File: src/rtl/v30mz_bus_pkg.sv
// Shared bus cycle codes and responder FSM state encoding.
package v30mz_bus_pkg;

   localparam logic [3:0] BUS_STATUS_READ  = 4'b1001;
   localparam logic [3:0] BUS_STATUS_WRITE = 4'b1010;
   localparam logic [3:0] BUS_STATUS_IDLE  = 4'hF;

   typedef enum logic [2:0] {
      ST_IDLE,
      ST_WAIT,
      ST_ACCESS,
      ST_RDATA,
      ST_DONE,
      ST_RECOVER
   } bus_state_t;

endpackage

File: src/rtl/bus_wait_counter.sv
// Loadable 4-bit down-counter that saturates at zero and flags it.
module bus_wait_counter (
   input  logic       clk,
   input  logic       resetb,
   input  logic       load,
   input  logic [3:0] load_value,
   input  logic       dec,
   output logic [3:0] count,
   output logic       zero
);

   logic [3:0] count_reg;

   always_ff @(posedge clk or negedge resetb) begin
      if (!resetb) begin
         count_reg <= 4'd0;
      end else if (load) begin
         count_reg <= load_value;
      end else if (dec && (count_reg != 4'd0)) begin
         count_reg <= count_reg - 4'd1;
      end
   end

   assign count = count_reg;
   assign zero  = (count_reg == 4'd0);

endmodule

File: src/rtl/bus_responder.sv
// CPU bus cycle responder: wait states, one-cycle memory strobe, readyb handshake.
// Optional write protection of the region above ROM_BASE: BUS_RESPONDER_WRITE_PROTECT_EN.
module bus_responder
   import v30mz_bus_pkg::*;
#(
   parameter int          WAIT_STATES = 1,
   parameter logic [19:0] ROM_BASE    = 20'hF0000
) (
   input  logic        clk,
   input  logic        resetb,
   input  logic [3:0]  bus_status,
   input  logic [19:0] address_in,
   input  logic [15:0] data_in,
   output logic [15:0] data_out,
   output logic        readyb,
   output logic        mem_req,
   output logic        mem_we,
   output logic [1:0]  mem_be,
   output logic [18:0] mem_addr,
   output logic [15:0] mem_wdata,
   input  logic [15:0] mem_rdata
);

   bus_state_t  state;
   bus_state_t  state_next;
   logic [19:0] addr_lat;
   logic [15:0] data_lat;
   logic        write_lat;
   logic        start;
   logic        cnt_load;
   logic        cnt_dec;
   logic        cnt_zero;
   logic [3:0]  cnt_value;
   logic        rom_hit;
   logic        protect_en;
   logic        write_blocked;

   assign start = (state == ST_IDLE) &&
                  ((bus_status == BUS_STATUS_READ) || (bus_status == BUS_STATUS_WRITE));

   bus_wait_counter u_wait_counter (
      .clk        (clk),
      .resetb     (resetb),
      .load       (cnt_load),
      .load_value (4'(WAIT_STATES)),
      .dec        (cnt_dec),
      .count      (cnt_value),
      .zero       (cnt_zero)
   );

   // Cycle attributes are captured only when leaving IDLE, so later bus activity is ignored.
   always_ff @(posedge clk or negedge resetb) begin
      if (!resetb) begin
         addr_lat  <= 20'd0;
         data_lat  <= 16'd0;
         write_lat <= 1'b0;
      end else if (start) begin
         addr_lat  <= address_in;
         data_lat  <= data_in;
         write_lat <= (bus_status == BUS_STATUS_WRITE);
      end
   end

   always_ff @(posedge clk or negedge resetb) begin
      if (!resetb) begin
         state <= ST_IDLE;
      end else begin
         state <= state_next;
      end
   end

   always_comb begin
      state_next = state;
      cnt_load   = 1'b0;
      cnt_dec    = 1'b0;
      case (state)
         ST_IDLE: begin
            if (start) begin
               cnt_load   = 1'b1;
               state_next = (WAIT_STATES == 0) ? ST_ACCESS : ST_WAIT;
            end
         end
         ST_WAIT: begin
            // Leave on the last wait cycle; the zero check only guards a degenerate entry.
            cnt_dec = 1'b1;
            if (cnt_zero || (cnt_value == 4'd1)) begin
               state_next = ST_ACCESS;
            end
         end
         ST_ACCESS:  state_next = ST_RDATA;
         ST_RDATA:   state_next = ST_DONE;
         ST_DONE:    state_next = ST_RECOVER;
         ST_RECOVER: state_next = ST_IDLE;
         default:    state_next = ST_IDLE;
      endcase
   end

   // Odd addresses return the high byte of the word, right-justified.
   always_ff @(posedge clk or negedge resetb) begin
      if (!resetb) begin
         data_out <= 16'd0;
      end else if ((state == ST_RDATA) && !write_lat) begin
         data_out <= addr_lat[0] ? {8'h00, mem_rdata[15:8]} : mem_rdata;
      end
   end

   assign rom_hit = (addr_lat >= ROM_BASE);

`ifdef BUS_RESPONDER_WRITE_PROTECT_EN
   assign protect_en = 1'b1;
`else
   assign protect_en = 1'b0;
`endif

   assign write_blocked = protect_en && write_lat && rom_hit;

   assign readyb    = (state != ST_DONE);
   assign mem_req   = (state == ST_ACCESS) && !write_blocked;
   assign mem_we    = (state == ST_ACCESS) && write_lat;
   assign mem_be    = (state != ST_ACCESS) ? 2'b00 : (addr_lat[0] ? 2'b10 : 2'b11);
   assign mem_addr  = addr_lat[19:1];
   assign mem_wdata = addr_lat[0] ? {data_lat[7:0], 8'h00} : data_lat;

endmodule

File: config.mk
export PLATFORM = sky130hd
export DESIGN_NAME = bus_responder
export DESIGN_NICKNAME = d
export VERILOG_FILES = /design/src/rtl/v30mz_bus_pkg.sv /design/src/rtl/bus_wait_counter.sv /design/src/rtl/bus_responder.sv
export SDC_FILE = /design/constraint.sdc
export NUM_CORES = 1
export LEC_CHECK = 0
export BUFFER_PORTS_ARGS = -buffer_cell sky130_fd_sc_hd__buf_4
export CORE_MARGIN = 4
export CORE_UTILIZATION = 48
export DETAILED_ROUTE_END_ITERATION = 6
export PLACE_DENSITY = 0.78
export SLEW_MARGIN = 30
export SYNTH_ARGS = -nofsm -noshare
export SYNTH_HDL_FRONTEND = slang
export SYNTH_SLANG_ARGS = --single-unit
File: constraint.sdc
create_clock -name clk -period 2.2 [get_ports clk]
set_input_delay 0.22 -clock clk [delete_from_list [all_inputs] [get_ports clk]]
set_output_delay 0.22 -clock clk [all_outputs]
set_load 0.1 [all_outputs]
## Word level (Yosys, flattened, before mapping)

Index checks and enable logic that the tools add are counted.

| word-level totals | value |
|---|---|
| bits in registers | 60 |
| output and inout bits | 56 |
| logic and storage cells | 42 |

| cells by class | value |
|---|---|
| $add $sub $neg | 1 |
| eq/ne operators | 11 |
| mux-type cells | 12 |
| reduce and logical (&&, ||, !) cells | 12 |

Operator list:

| kind | number |
|---|---|
| two-way mux 16 bit | 2 |
| one-hot mux 3 bit (5 select lines) | 1 |
| == test 4 bit, second input constant | 2 |
| two-way mux 4 bit | 2 |
| == test 3 x 2 -> 1 bit, second input constant | 2 |
| two-way mux 3 bit | 2 |
| == test 4 x 1 -> 1 bit, second input constant | 1 |
| logical AND 1 bit | 4 |
| logical NOT 4 bit | 1 |
| two-way mux 1 bit | 4 |
| != test 2 bit, second input constant | 2 |
| nonzero test 4 bit | 1 |
| subtractor 4 x 1 -> 4 bit, second input constant | 1 |
| == test 3 x 1 -> 1 bit, second input constant | 1 |
| == test 3 bit, second input constant | 1 |
| logical NOT 3 bit | 1 |
| != test 3 x 2 -> 1 bit, second input constant | 1 |
| != test 3 bit, second input constant | 1 |
| logical OR 1 bit | 2 |
| two-way mux 2 bit | 1 |
| AND reduction 2 bit | 1 |
| nonzero test 2 bit | 1 |
| logical NOT 1 bit | 1 |

## Longest topological paths before layout

Gate-level depths: netlist of the first run.

| logic depth | value |
|---|---|
| word-level depth | 6 |
| gate-level depth with buffers | 6 |
| depth with buffers taken out | 5 |

## By module

A second synthesis of the first run with hierarchy kept.

| unflattened totals | value |
|---|---|
| cell total of the unflattened synthesis | 244 |
| area total of the unflattened synthesis | 2881.5 µm² |

Modules (own cells, without submodules):

| module | instances | cells each | area an instance (µm²) | sequential area each (µm²) |
|---|---|---|---|---|
| bus_responder | 1 | 217 | 2611.3 | 1401.3 |
| bus_wait_counter | 1 | 27 | 270.3 | 100.1 |

## Worst setup path after synthesis of the first run

Ideal clock, no wire load.

| path | value |
|---|---|
| path kind | reg-to-output |
| start | register state[0] |
| end | output mem_be[0] |
| data arrival time | 4.384 ns |
| required time | 1.980 ns |
| setup slack | -2.404 ns |
| stages on the path, launching flop included | 4 |
| path buffers | 1 |
| path through | dfrtp_1 -> buf_2 -> nor3b_1 -> nor2b_1 |

| between the ends | value |
|---|---|
| word-level cells in the longest chain between the ends | 2 |

RTL lines:

| what | line | source |
|---|---|---|
| from (decl) | bus_responder.sv:24 | `bus_state_t state;` |
| from (signal assigned) | bus_responder.sv:68 | `state <= state_next;` |
| != test 3 x 2 -> 1 bit | bus_responder.sv:120 | `assign mem_be = (state != ST_ACCESS) ? 2'b00 : (addr_lat[0] ? 2'b10 : 2'b11);` |
| two-way mux 2 bit | bus_responder.sv:120 |  |
| to (decl) | bus_responder.sv:18 | `output logic [1:0] mem_be,` |

Every way passes these cells.

## Worst setup path after layout of the first run

| path | value |
|---|---|
| start | register state[1] |
| end | output mem_be[0] |

Same word-level chain as after synthesis.

==> results of run 1 <==
## cell usage after synthesis (all sizes together) (2+ instances only)
| library cell | number | area (µm²) |
|---|---|---|
| or3 | 2 | 12.5 |
| nor3b | 2 | 15.0 |
| nor3 | 3 | 26.3 |
| ha | 2 | 25.0 |
| o21ai | 11 | 55.1 |
| a21oi | 4 | 23.8 |
| clkbuf | 6 | 22.5 |
| nand2 | 28 | 105 |
| or3b | 2 | 17.5 |
| inv | 4 | 15.0 |
| buf | 29 | 213 |
| dfrtp | 60 | 1500 |
| mux2i | 8 | 80.1 |
| nor2 | 2 | 7.51 |
| nand3b | 9 | 67.6 |
| nor2b | 11 | 68.8 |
| mux2 | 44 | 495 |
## kinds of logic (layout without fill, tap and decap cells)
kind of cell	count (synthesis)	after routing
flip-flops	60	60
AND/OR/NAND/NOR	65	65
XOR/XNOR	2	2
buffers and inverters	39	139
multiplexers	52	52
AO/OA/AOI/OAI	22	22
adder cells (fa/ha/maj)	2	2
## worst max-delay path: stages (launching register included)
cell and delay (ns):
dfrtp_1 0.59, nor3b_4 0.31, nor2b_4 0.18, buf_4 0.29
## cell type report
type                    instances  area (µm²)
fillers                       442        1780
flip-flops and latches         60        1500
multi-input cells             143        1150
repair buffers                119         933
clock buffers                  12         155
well taps                      72        90.1
clock inverters                 4        47.5
inverters                       4        15.0
## per-stage QoR
step / TNS [ns] / instance area [µm²] / setup slack [ns] / instances / util
after floorplan: -1.22 / 2910 / -0.144 / 242 / -
after global placement: 0 / 3680 / 0.417 / 397 / 0.649
after detailed placement: 0 / 3680 / 0.354 / 397 / 0.649
after CTS: 0 / 3900 / 0.289 / 414 / 0.687
after global routing: 0 / 3900 / 0.197 / 414 / 0.687
final: 0 / 3900 / 0.283 / 414 / 0.687
## per-layer routing
| metal | GRT usage | wire (µm) | vias to the layer above |
|---|---|---|---|
| li1 | - | - | 1002 |
| met1 | 0.223 | 2620 | 956 |
| met2 | 0.283 | 2990 | 74 |
| met3 | 0.0519 | 508 | 6 |
| met4 | 0.0734 | 79 | 0 |
| met5 | 0 | 0 | - |
## final timing paths
| kind | start | endpoint | slack (ns) | cells past startpoint |
|---|---|---|---|---|
| max | state[1] | mem_be[0] | 0.28 | 3 |
| min reg2reg | data_out[10] | data_out[10] | 0.47 | 2 |
| min | bus_status[0] | write_lat | 0.07 | 2 |
| min in group asynchronous | resetb | write_lat | 0.49 | 2 |
| max reg2reg | state[0] | data_lat[8] | 0.36 | 4 |
| max in group asynchronous | resetb | data_out[8] | 1.20 | 2 |
## timing repair
action	in CTS	in global routing
endpoints found under the hold margin	60	0
hold buffers	1	0
buffers inserted	0	0
==> run summary, run 1 <==
Avg WL per Cell - 15.0 µm
sequential area share after synthesis - 0.521
largest family of logic cells by synthesized area - multiplexers
first-pass GRT wire length - 10300 µm
Largest regs - addr_lat (20), data_lat (16), data_out (16)
CTS tree - built
global-route usage over all layers - 0.177
vias in the first global route - 2139
I/O pins - 114
synthesized area - 0.00288 mm²
most frequent cells in the layout - 115 x buf_4, 60 x dfrtp_1, 36 x mux2_2
area growth from synthesis to layout - 35.2%
Initial Utilization - 0.508
hold slack - 0.0676 ns
initial antenna violation count - 0
flop and latch count out of synthesis - 60
IO buf count - 113
DP HPWL - 4530 µm
outcome - finished, final reports clean
XOR/XNOR Fraction of Synth Area - 0.00608
1st-iter DRT viols - 76
WS Path Type - reg -> out
post-synth cell types - 37
clock skew - 0.00974 ns
DIE WIDTH - 85.5 µm
Num CTS Buffers - 9
Sink Count - 60
post-synthesis compound-gate area fraction - 0.0473
CP Capture Type - output port
final setup violating endpoints - 0
Vias - 2038
Post-Synth Adder-Cell Area - 0.00868
Critical Path Fanout Max - 11
H-tree depth - 3
gpl congestion - 0.760
num rows - 27
First-pass DRT Iterations - 4
vias per cell - 4.92
height of the die - 85.5 µm
RSZ-0062 raised after global routing - false
Worst-path clk slew - 0.07 ns
DIE AREA - 0.00731 mm²
most common cell after layout, fill and taps aside - buf_4
total grt overflow - 0
share of layout cells above drive strength 1 - 0.520
Yosys warning total - 0
Min-Delay Path Class - in -> reg
post-synthesis mux area share - 0.200
Tcrit/Tclk final - 0.871
Biggest register - addr_lat
DRC violations left - 0
cts repair resizes - 0
Avg Cell Area, Syn - 11.9 µm²
Final Hold Vio Count - 0
Worst-Margin Slew - 0.746 ns
Routed WL - 6200 µm
Post-Syn Nets - 302
crit path DAT - 1.70 ns
WP data required - 1.98 ns
number of max-cap violations - 0
core area - 0.00568 mm²
Max transition margin - 0.503
Mapped Cells - 242
simple-gate share of the synthesized area - 0.131
Clk Latency, worst-skew pair - 0.33 ns
Final Max Slew Viols - 0
number of synthesized flops with an enable pin - 0
ant diodes - 0
most used flip-flop cell after synthesis - dfrtp_1
asr flop ratio synth - 1.00
Post-DRT Antenna Nets - 0
Critical Path Start Type - flip-flop
root buf cell - clkbuf_8
Final min period - 1.92 ns
Max Fclk - 0.522 GHz
fin nets - 397
Largest register FFs - 20
largest net degree at the start of global routing - 61
CTS max path bufs - 2
Power of run 1 is not shown: default switching activity piles up to over one toggle a cycle in this logic, so the estimate is an artifact.
==> run 2, diff against run 1 <==
--- a/config.mk
+++ b/config.mk
@@ -5,11 +5,12 @@
 export SDC_FILE = /design/constraint.sdc
 export NUM_CORES = 1
 export LEC_CHECK = 0
+export ABC_AREA = 1
 export BUFFER_PORTS_ARGS = -buffer_cell sky130_fd_sc_hd__buf_4
 export CORE_MARGIN = 4
-export CORE_UTILIZATION = 48
+export CORE_UTILIZATION = 50
 export DETAILED_ROUTE_END_ITERATION = 6
-export PLACE_DENSITY = 0.78
+export PLACE_DENSITY = 0.89
 export SLEW_MARGIN = 30
 export SYNTH_ARGS = -nofsm -noshare
 export SYNTH_HDL_FRONTEND = slang
==> run summary, run 2 <==
outcome - finished, final reports clean
Num CTS Buffers - 9 (unchanged)
most common cell after layout, fill and taps aside - buf_4
Avg WL per Cell - 12.8 µm (-14%)
WS Path Type - reg -> out
DIE AREA - 0.00754 mm² (+3.2%)
Avg Cell Area, Syn - 8.93 µm² (-25%)
hold slack - 0.132 ns (+0.0641 ns)
fin nets - 501 (+26%)
Biggest register - addr_lat
vias per cell - 4.67 (-5.1%)
H-tree depth - 3 (unchanged)
Tcrit/Tclk final - 0.873 (+0.00142)
Post-Synth Adder-Cell Area - 0.00805 (-0.000632)
Routed WL - 6680 µm (+7.7%)
CP Capture Type - output port
RSZ-0062 raised after global routing - false
Mapped Cells - 348 (+44%)
CTS tree - built
Post-DRT Antenna Nets - 0 (unchanged)
DP HPWL - 4920 µm (+8.7%)
DRC violations left - 0 (unchanged)
I/O pins - 114 (unchanged)
number of synthesized flops with an enable pin - 0 (unchanged)
Final Hold Vio Count - 0 (unchanged)
sequential area share after synthesis - 0.483 (-0.0379)
total grt overflow - 0 (unchanged)
post-synthesis compound-gate area fraction - 0.155 (+0.107)
number of max-cap violations - 0 (unchanged)
synth top area cells - dfrtp_1 48%, o21ai_2 12%, nand2_1 11%, inv_1 7.1%, buf_4 5.1%
synthesized area - 0.00311 mm² (+7.9%)
flop and latch count out of synthesis - 60 (unchanged)
Post-Syn Nets - 408 (+35%)
most used flip-flop cell after synthesis - dfrtp_1
largest net degree at the start of global routing - 81 (+33%)
share of layout cells above drive strength 1 - 0.437 (-0.0832)
core area - 0.00599 mm² (+5.6%)
top cells by count, synth - 87 x nand2_1, 60 x dfrtp_1, 59 x inv_1
1st-iter DRT viols - 109 (+43%)
First-pass DRT Iterations - 4 (unchanged)
DIE WIDTH - 86.9 µm (+1.6%)
flop-to-flop setup slack - 0.49 ns (+0.13 ns)
Yosys warning total - 0 (unchanged)
worst-path cell chain - inv_1 -> buf_4 -> nand2_1 -> o21ai_1 -> buf_4
root buf cell - clkbuf_8
buffers and inverters on the worst path - 3 (+2)
Worst-path clk slew - 0.07 ns (about the same)
Min-Delay Path Class - in -> reg
Max Fclk - 0.521 GHz (-0.16%)
num rows - 28 (+3.7%)
Final min period - 1.92 ns (+0.00311 ns)
count leader, synth - nand2_1
area leader, netlist - dfrtp_1
cts repair resizes - 0 (unchanged)
Critical Path Start Type - flip-flop
fin cells - 521 (+26%)
XOR/XNOR Fraction of Synth Area - 0.00282 (-0.00326)
Synth top area share - 0.483 (-0.0379)
area growth from synthesis to layout - 29.7%
Worst Min Path Start - address_in[9]
global-route usage over all layers - 0.184 (+0.00776)
Largest register FFs - 20 (unchanged)
Register-to-Register Path Depth - 5 (+1)
Clk Latency, worst-skew pair - 0.33 ns (about the same)
Reg-to-Reg Start - state[2]
ant diodes - 0 (unchanged)
gpl congestion - 0.779 (+2.5%)
WP data required - 1.98 ns (about the same)
Worst-Margin Slew - 0.883 ns (+0.138 ns)
post-synthesis mux area share - 0.0258 (-0.174)
clock skew - 0.00787 ns (-0.00187 ns)
Vias - 2435 (+19%)
Top cell by count, worst path - buf_4
placed insts - 504 (+27%)
Hold Path Cell Cnt - 3 (+1)
Largest regs - addr_lat (20), data_lat (16), data_out (16)
RR Endpoint - data_lat[3]
Max transition margin - 0.411 (-0.0917)
CTS max path bufs - 2 (unchanged)
crit-path max cell delay - 0.38 ns (-0.21 ns)
asr flop ratio synth - 1.00 (unchanged)
first-pass GRT wire length - 11000 µm (+6.4%)
crit path DAT - 1.70 ns (about the same)
Initial Utilization - 0.519 (+0.0111)
setup TNS - 0 ns (unchanged)
vias in the first global route - 2493 (+17%)
IO buf count - 113 (unchanged)
largest family of logic cells by synthesized area - buffers and inverters
height of the die - 86.9 µm (+1.6%)
Critical Path Fanout Max - 13 (+2)
Hold EP - addr_lat[9]
delay-heaviest family, CP - buffers and inverters
simple-gate share of the synthesized area - 0.159 (+0.0283)
post-synth cell types - 24 (-35%)
Final Max Slew Viols - 0 (unchanged)
initial antenna violation count - 0 (unchanged)
most frequent cells in the layout - 116 x buf_4, 87 x nand2_1, 60 x dfrtp_1
Crit-path slowest cell - dfrtp_1
final setup violating endpoints - 0 (unchanged)
Sink Count - 60 (unchanged)
[run 2: cell count changes after synthesis, sizes merged, moves of 13 or more]
cell,delta
nand2,+60
inv,+56
o21ai,+52
mux2,-44
nor2,+13
[run 2: cell type report]
| type | instances | area [µm²] |
|---|---|---|
| tap | 75 | 93.8 |
| multi-input combinational | 193 | 1140 |
| sequential | 60 | 1500 |
| clock inverter | 4 | 22.5 |
| timing repair buffer | 117 | 881 |
| clock buffer | 12 | 165 |
| fill | 503 | 1960 |
| inverter | 60 | 225 |
[run 2: logic make-up (layout without fill, tap and decap cells)]
group           count (synthesis)  in the layout
xor+xnor                        1              1
fa+ha+maj                       2              2
buf+inv                        95            193
simple gates                  118            118
flops                          60             60
compound gates                 64             64
mux                             8              8
[run 2: metrics by stage]
step	instance area, µm²	utilization	setup slack (ns)
after floorplan	3160	-	-0.178
after global placement	3830	0.640	0.605
after detailed placement	3830	0.640	0.491
after CTS	4030	0.673	0.259
after global routing	4030	0.673	0.185
final	4030	0.673	0.280
[run 2: worst min-delay path, delay by kind of cell]
| family | cells | cell delay (ns) |
|---|---|---|
| buffers and inverters | 2 | 0.15 |
| AOI/OAI and AO/OA | 1 | 0.06 |
[run 2: how the worst max path moves through the flow]
stage | startpoint | endpoint | slack, ns | depth (start not counted)
after floorplan | addr_lat[0] | mem_wdata[10] | -0.18 | 4
after global placement | state[2] | data_lat[6] | 0.60 | 5
after detailed placement | state[2] | addr_lat[1] | 0.49 | 5
after CTS | addr_lat[0] | mem_wdata[9] | 0.26 | 5
after global routing | addr_lat[0] | mem_wdata[9] | 0.19 | 5
final | addr_lat[0] | mem_wdata[9] | 0.28 | 5
[run 2: metal layers]
| layer | GRT usage | routed length (µm) | vias to the layer above | part of all wire |
|---|---|---|---|---|
| met2 | 0.313 | 3320 | 84 | 0.50 |
| met4 | 0.0793 | 89 | 0 | 0.013 |
| met1 | 0.218 | 2680 | 1108 | 0.40 |
| met5 | 0 | 0 | - | 0 |
| met3 | 0.0501 | 582 | 8 | 0.087 |
| li1 | - | - | 1235 | - |
[run 2: timing repair]
action | CTS | global route
hold buffers | 1 | 0
endpoints found under the hold margin | 60 | 0
buffers inserted | 0 | 0
Power of run 2 is left out for the same reason.
